## src/rtl/vga_pkg.sv

```systemverilog
// Shared timing constants for the 1024x768@60 Hz VGA generator.
package vga_pkg;

  localparam int CNT_W = 11;

  localparam int H_VIS  = 1024;
  localparam int H_FP   = 24;
  localparam int H_SYNC = 136;
  localparam int H_BP   = 160;
  localparam int H_TOT  = H_VIS + H_FP + H_SYNC + H_BP;

  localparam int V_VIS  = 768;
  localparam int V_FP   = 3;
  localparam int V_SYNC = 6;
  localparam int V_BP   = 29;
  localparam int V_TOT  = V_VIS + V_FP + V_SYNC + V_BP;

endpackage

```

## src/rtl/vga_timing_gen_if.sv

```systemverilog
// Timing bundle from vga_timing_gen to the draw pipeline.
interface vga_timing_gen_if;
  import vga_pkg::*;

  logic [CNT_W-1:0] hcount;
  logic [CNT_W-1:0] vcount;
  logic             hsync;
  logic             vsync;
  logic             hblnk;
  logic             vblnk;
  logic             line_start;
  logic             frame_start;

  modport master (
    output hcount, vcount, hsync, vsync, hblnk, vblnk, line_start, frame_start
  );

  modport slave (
    input hcount, vcount, hsync, vsync, hblnk, vblnk, line_start, frame_start
  );

endinterface

```

## src/rtl/vga_mod_counter.sv

```systemverilog
// Wrap-around counter 0..MAX with enable; carry marks the enabled wrap cycle.
module vga_mod_counter
  import vga_pkg::*;
#(
  parameter int unsigned MAX = 1
) (
  input  logic             clk,
  input  logic             rst_n,
  input  logic             en,
  output logic [CNT_W-1:0] count,
  output logic [CNT_W-1:0] next,
  output logic             carry
);

  localparam logic [CNT_W-1:0] LAST = CNT_W'(MAX);

  assign carry = en && (count == LAST);

  always_comb begin
    next = count;
    if (en) begin
      next = carry ? '0 : count + 1'b1;
    end
  end

  always_ff @(posedge clk or negedge rst_n) begin
    if (!rst_n) begin
      count <= '0;
    end else begin
      count <= next;
    end
  end

endmodule

```

## src/rtl/vga_timing_gen.sv

```systemverilog
// Free-running VGA timing generator; all decodes are taken from next-state counters.
// Define VGA_SYNC_POS_EN for active-high syncs (default is active-low).
module vga_timing_gen #(
  parameter int H_VIS  = vga_pkg::H_VIS,
  parameter int H_FP   = vga_pkg::H_FP,
  parameter int H_SYNC = vga_pkg::H_SYNC,
  parameter int H_BP   = vga_pkg::H_BP,
  parameter int V_VIS  = vga_pkg::V_VIS,
  parameter int V_FP   = vga_pkg::V_FP,
  parameter int V_SYNC = vga_pkg::V_SYNC,
  parameter int V_BP   = vga_pkg::V_BP
) (
  input  logic             pclk,
  input  logic             rst_n,
  input  logic             en,
  vga_timing_gen_if.master vga
);
  import vga_pkg::*;

  localparam int H_LAST = H_VIS + H_FP + H_SYNC + H_BP - 1;
  localparam int V_LAST = V_VIS + V_FP + V_SYNC + V_BP - 1;

  localparam logic [CNT_W-1:0] HB_BEG = CNT_W'(H_VIS);
  localparam logic [CNT_W-1:0] HS_BEG = CNT_W'(H_VIS + H_FP);
  localparam logic [CNT_W-1:0] HS_END = CNT_W'(H_VIS + H_FP + H_SYNC - 1);
  localparam logic [CNT_W-1:0] VB_BEG = CNT_W'(V_VIS);
  localparam logic [CNT_W-1:0] VS_BEG = CNT_W'(V_VIS + V_FP);
  localparam logic [CNT_W-1:0] VS_END = CNT_W'(V_VIS + V_FP + V_SYNC - 1);

`ifdef VGA_SYNC_POS_EN
  localparam logic SYNC_ON = 1'b1;
`else
  localparam logic SYNC_ON = 1'b0;
`endif

  logic [CNT_W-1:0] h_next;
  logic [CNT_W-1:0] v_next;
  logic             h_carry;
  logic             v_carry;

  vga_mod_counter #(.MAX(H_LAST)) h_cnt (
    .clk   (pclk),
    .rst_n (rst_n),
    .en    (en),
    .count (vga.hcount),
    .next  (h_next),
    .carry (h_carry)
  );

  vga_mod_counter #(.MAX(V_LAST)) v_cnt (
    .clk   (pclk),
    .rst_n (rst_n),
    .en    (h_carry),
    .count (vga.vcount),
    .next  (v_next),
    .carry (v_carry)
  );

  // A carry means the counters land on column 0 (and row 0) at this edge,
  // so the pulses line up with the new position and are silent while frozen.
  always_ff @(posedge pclk or negedge rst_n) begin
    if (!rst_n) begin
      vga.hsync       <= ~SYNC_ON;
      vga.vsync       <= ~SYNC_ON;
      vga.hblnk       <= 1'b0;
      vga.vblnk       <= 1'b0;
      vga.line_start  <= 1'b0;
      vga.frame_start <= 1'b0;
    end else begin
      vga.hsync       <= (h_next >= HS_BEG && h_next <= HS_END) ? SYNC_ON : ~SYNC_ON;
      vga.vsync       <= (v_next >= VS_BEG && v_next <= VS_END) ? SYNC_ON : ~SYNC_ON;
      vga.hblnk       <= (h_next >= HB_BEG);
      vga.vblnk       <= (v_next >= VB_BEG);
      vga.line_start  <= h_carry;
      vga.frame_start <= v_carry;
    end
  end

endmodule

```

## src/flat_wrapper.sv

```systemverilog
// flat-port wrapper written by rule: the top's interface ports become plain ports
module vga_timing_gen_flat import vga_pkg::*;
#(
  parameter int H_VIS  = vga_pkg::H_VIS,
  parameter int H_FP   = vga_pkg::H_FP,
  parameter int H_SYNC = vga_pkg::H_SYNC,
  parameter int H_BP   = vga_pkg::H_BP,
  parameter int V_VIS  = vga_pkg::V_VIS,
  parameter int V_FP   = vga_pkg::V_FP,
  parameter int V_SYNC = vga_pkg::V_SYNC,
  parameter int V_BP   = vga_pkg::V_BP
)
  (pclk, rst_n, en, vga_hcount, vga_vcount, vga_hsync, vga_vsync, vga_hblnk, vga_vblnk, vga_line_start, vga_frame_start);
  vga_timing_gen_if vga_i ();
  input  logic pclk;
  input  logic rst_n;
  input  logic en;
  output wire logic [$bits(vga_i.hcount)-1:0] vga_hcount;
  output wire logic [$bits(vga_i.vcount)-1:0] vga_vcount;
  output wire logic [$bits(vga_i.hsync)-1:0] vga_hsync;
  output wire logic [$bits(vga_i.vsync)-1:0] vga_vsync;
  output wire logic [$bits(vga_i.hblnk)-1:0] vga_hblnk;
  output wire logic [$bits(vga_i.vblnk)-1:0] vga_vblnk;
  output wire logic [$bits(vga_i.line_start)-1:0] vga_line_start;
  output wire logic [$bits(vga_i.frame_start)-1:0] vga_frame_start;
  assign vga_hcount = vga_i.hcount;
  assign vga_vcount = vga_i.vcount;
  assign vga_hsync = vga_i.hsync;
  assign vga_vsync = vga_i.vsync;
  assign vga_hblnk = vga_i.hblnk;
  assign vga_vblnk = vga_i.vblnk;
  assign vga_line_start = vga_i.line_start;
  assign vga_frame_start = vga_i.frame_start;
  vga_timing_gen #(.H_VIS(H_VIS), .H_FP(H_FP), .H_SYNC(H_SYNC), .H_BP(H_BP), .V_VIS(V_VIS), .V_FP(V_FP), .V_SYNC(V_SYNC), .V_BP(V_BP)) u_core (.pclk(pclk), .rst_n(rst_n), .en(en), .vga(vga_i));
endmodule
```

## config.mk

```make
export PLATFORM = sky130hd
export DESIGN_NAME = vga_timing_gen_flat
export DESIGN_NICKNAME = d
export VERILOG_FILES = /design/src/rtl/vga_pkg.sv /design/src/rtl/vga_timing_gen_if.sv /design/src/rtl/vga_mod_counter.sv /design/src/rtl/vga_timing_gen.sv /design/src/flat_wrapper.sv
export SDC_FILE = /design/constraint.sdc
export NUM_CORES = 1
export LEC_CHECK = 0
export CAP_MARGIN = 15
export CORE_AREA = 2 2 75 77
export CTS_CLUSTER_DIAMETER = 30
export DETAILED_ROUTE_END_ITERATION = 8
export DIE_AREA = 0 0 77 79
export SETUP_SLACK_MARGIN = 0.5
export SYNTH_ARGS = -nofsm -noshare
export SYNTH_HDL_FRONTEND = slang
export SYNTH_SLANG_ARGS = --single-unit
export TNS_END_PERCENT = 5
```

## constraint.sdc

```tcl
create_clock -name pclk -period 7.1 [get_ports pclk]
set_clock_uncertainty 0.05 [all_clocks]
set_input_delay 0.71 -clock pclk [delete_from_list [all_inputs] [get_ports pclk]]
set_output_delay 0.71 -clock pclk [all_outputs]
set_load 0.05 [all_outputs]
```

==> flow_summary.json <==
{
  "outcome": "finished, final reports clean",
  "drive_above_1_share": 0.0806,
  "path_max_fanout": 16,
  "grt_start_max_net_pins": 29,
  "syn-num-nets": 192,
  "worst-setup-path-type": "input port to flip-flop",
  "tns_ns": 0,
  "synth.distinct_cells": 46,
  "crit_path_end_kind": "flip-flop",
  "first_pass_iters": 4,
  "routedWlPerCell_um": 13.6,
  "fmax_ghz": 0.303,
  "antenna_found_initial": 0,
  "seq_area_frac_synth": 0.413,
  "root_buffer": "clkbuf_8",
  "critical_path.slowest_cell": "clkdlybuf4s50_1",
  "cap_violations": 0,
  "postPlaceCellArea_um2": 2050,
  "period_needed_ns": 3.30,
  "dieArea_um2": 6080,
  "dpl.hpwl_um": 2660,
  "die_w_um": 77,
  "p_seq_frac": 0.412,
  "total_power_uw": 502,
  "synth-seq-cells": 28,
  "syn_avg_cell_area_um2": 9.15,
  "port_buffers": 30,
  "slowest_delay_ns": 0.62,
  "design_area_um2": 2130,
  "clkLatencyLatePin_ns": 0.28,
  "post-cts-setup-buffers": 0,
  "worst_pin_slew_ns": 0.694,
  "diodes": 0,
  "synth_warnings": 0,
  "grt_pass1_vias": 1367,
  "ios": 31,
  "rsz0062_at_grt": "no",
  "p_sw_uw": 187,
  "antenna_left": 0,
  "cts_tree": "built",
  "switching_share": 0.372,
  "cts_sinks": 28,
  "syn_inst": 186,
  "final-hold-violation-count": 0,
  "num_vias": 1491,
  "whs_ns": 0.534,
  "clkPwrFrac": 0.255,
  "dp_cells": 279,
  "final_core_util": 0.398,
  "drc": 0,
  "hold_buffers": 0,
  "worstPathRequired_ns": 7.25,
  "synth_area_um2": 1700,
  "grt-ovfl-total": 0,
  "slew_headroom": 0.534,
  "cts_resized": 0,
  "start_util": 0.319,
  "synth-edff-count": 0,
  "finalWirelength_um": 3860,
  "place_ws_ns": 3.50,
  "cp-start-kind": "input port",
  "cts_buffer_depth": 2,
  "via_per_inst": 5.27,
  "grt_pass1_wl_um": 6630,
  "p_comb_frac": 0.334,
  "leakage_nw": 0.862,
  "grt_usage": 0.132,
  "yosys_most_used_dff": "dfrtp_1",
  "row_count": 27,
  "chipHeight_um": 79,
  "drt-initial-drc-count": 63,
  "place.gp.congestion": 0.809,
  "cts_buffers": 3,
  "cts-htree-levels": 1,
  "nets": 218,
  "setup_viol": 0,
  "setup_ws_ns": 3.80,
  "p_per_area_nw_per_um2": 236,
  "power.internal_uw": 316,
  "ys_async_sr_fraction": 1.00,
  "critPathArrivalTime_ns": 3.44,
  "drv_slew": 0,
  "clk_pin_slew_ns": 0.10,
  "ir_drop_mv": 0.0986,
  "cp_cell_sequence": "clkdlybuf4s50_1 -> and3_1 -> nand4_2 -> inv_4 -> nand2b_4 -> o31ai_1 -> a2111oi_0 -> or4_1",
  "hold_path_class": "flip-flop to flip-flop",
  "fin_crit_sh": 0.465,
  "synthToLayoutAreaGrowth_pct": 24.9,
  "core-area_um2": 5340,
  "final_cells": 283
}
power by group through the flow:
stage | clock (mW) | combinational [mW] | sequential [mW]
floorplan | 0 | 0.0579 | 0.265
global placement | 0 | 0.169 | 0.210
detailed placement | 0 | 0.169 | 0.210
CTS | 0.131 | 0.170 | 0.207
global route | 0.138 | 0.182 | 0.214
finish | 0.128 | 0.168 | 0.207
final timing paths:
check / slack [ns] / depth (start not counted) / from / end
setup reg to reg: 4.12 / 7 / u_core.v_cnt.count[0] / u_core.vga.vsync
hold / removal: 0.53 / 1 / u_core.h_cnt.count[4] / u_core.h_cnt.count[4]
hold reg to reg: 0.53 / 1 / u_core.h_cnt.count[4] / u_core.h_cnt.count[4]
min in group asynchronous: 0.76 / 2 / rst_n / u_core.vga.hblnk
max in group asynchronous: 5.93 / 2 / rst_n / u_core.vga.vsync
setup / recovery: 3.80 / 8 / en / u_core.vga.vsync
cell type report:
type / instances / area [um2]
tap: 72 / 90.1
inverter: 7 / 28.8
fill: 565 / 3210
clock inverter: 1 / 30.0
clock buffer: 3 / 41.3
timing repair buffer: 31 / 308
sequential: 28 / 703
multi-input combinational: 141 / 925
logic make-up after synthesis:
kind of cell	Yosys count	synth area share
flops	28	0.413
mux	4	0.0250
compound gates	41	0.152
fa+ha+maj	3	0.0221
buf+inv	17	0.0434
simple gates	83	0.293
xor+xnor	10	0.0515
layer usage:
layer | part of all wire | GRT usage | vias up | wire length, um
met2 | 0.45 | 0.212 | 45 | 1750
met5 | 0 | 0 | - | 0
li1 | - | - | 735 | -
met3 | 0.050 | 0.0273 | 6 | 192
met1 | 0.48 | 0.185 | 705 | 1860
met4 | 0.016 | 0.0286 | 0 | 63
critical path: cells and delay by family:
family                 cells  cell delay, ns
AND/OR/NAND/NOR            4            1.30
buffers and inverters      2            0.95
AO/OA/AOI/OAI              2            0.47
sequential cells by signal (all words and copies together), names as in the netlist:
register                cells
u_core.h_cnt.count         11
u_core.vga.frame_start      1
u_core.vga.line_start       1
u_core.v_cnt.count         11
u_core.vga.vsync            1
u_core.vga.vblnk            1
u_core.vga.hblnk            1
u_core.vga.hsync            1
cells in the final DEF, fill, tap and decap left out, types with 2 or more instances in the layout:
cell type	Yosys	layout
ha_1	3	3
nand2_1	15	15
dfstp_2	2	2
nand2b_1	4	4
clkbuf_8	0	3
and3_1	8	8
nand4_1	8	8
nor3_1	5	5
xnor2_1	8	8
or4_1	3	3
nor2b_1	2	2
nor2_1	10	10
mux2_2	2	2
a21oi_1	9	9
or3_1	2	2
and2_1	6	6
o21ai_0	14	14
nor4_1	2	2
mux2i_1	2	2
o21ai_1	4	4
nand3_1	7	7
clkdlybuf4s50_1	0	30
o31ai_1	5	5
nor3b_1	2	2
xor2_1	2	2
dfrtp_1	26	26
inv_1	6	6
a22o_1	2	2
Yosys cell counts (all sizes together) (2+ instances only):
library cell	count	area [um2]
and3	8	50.1
mux2i	2	20.0
nand3	7	35.0
nor3	5	25.0
nor4	3	33.8
a22o	2	17.5
o31ai	5	37.5
xor2	2	17.5
or3	2	12.5
dfstp	2	52.6
ha	3	37.5
buf	4	22.5
mux2	2	22.5
nor2	10	37.5
nand4	9	62.6
o21ai	18	90.1
dfrtp	26	651
nor2b	2	12.5
nor3b	3	27.5
xnor2	8	70.1
nand2b	5	38.8
inv	7	28.8
clkbuf	6	22.5
nand2	15	56.3
and2	6	37.5
or4	3	22.5
a21oi	9	45.0
o221ai	2	23.8
No activity file was read; power rests on OpenSTA's default activity.
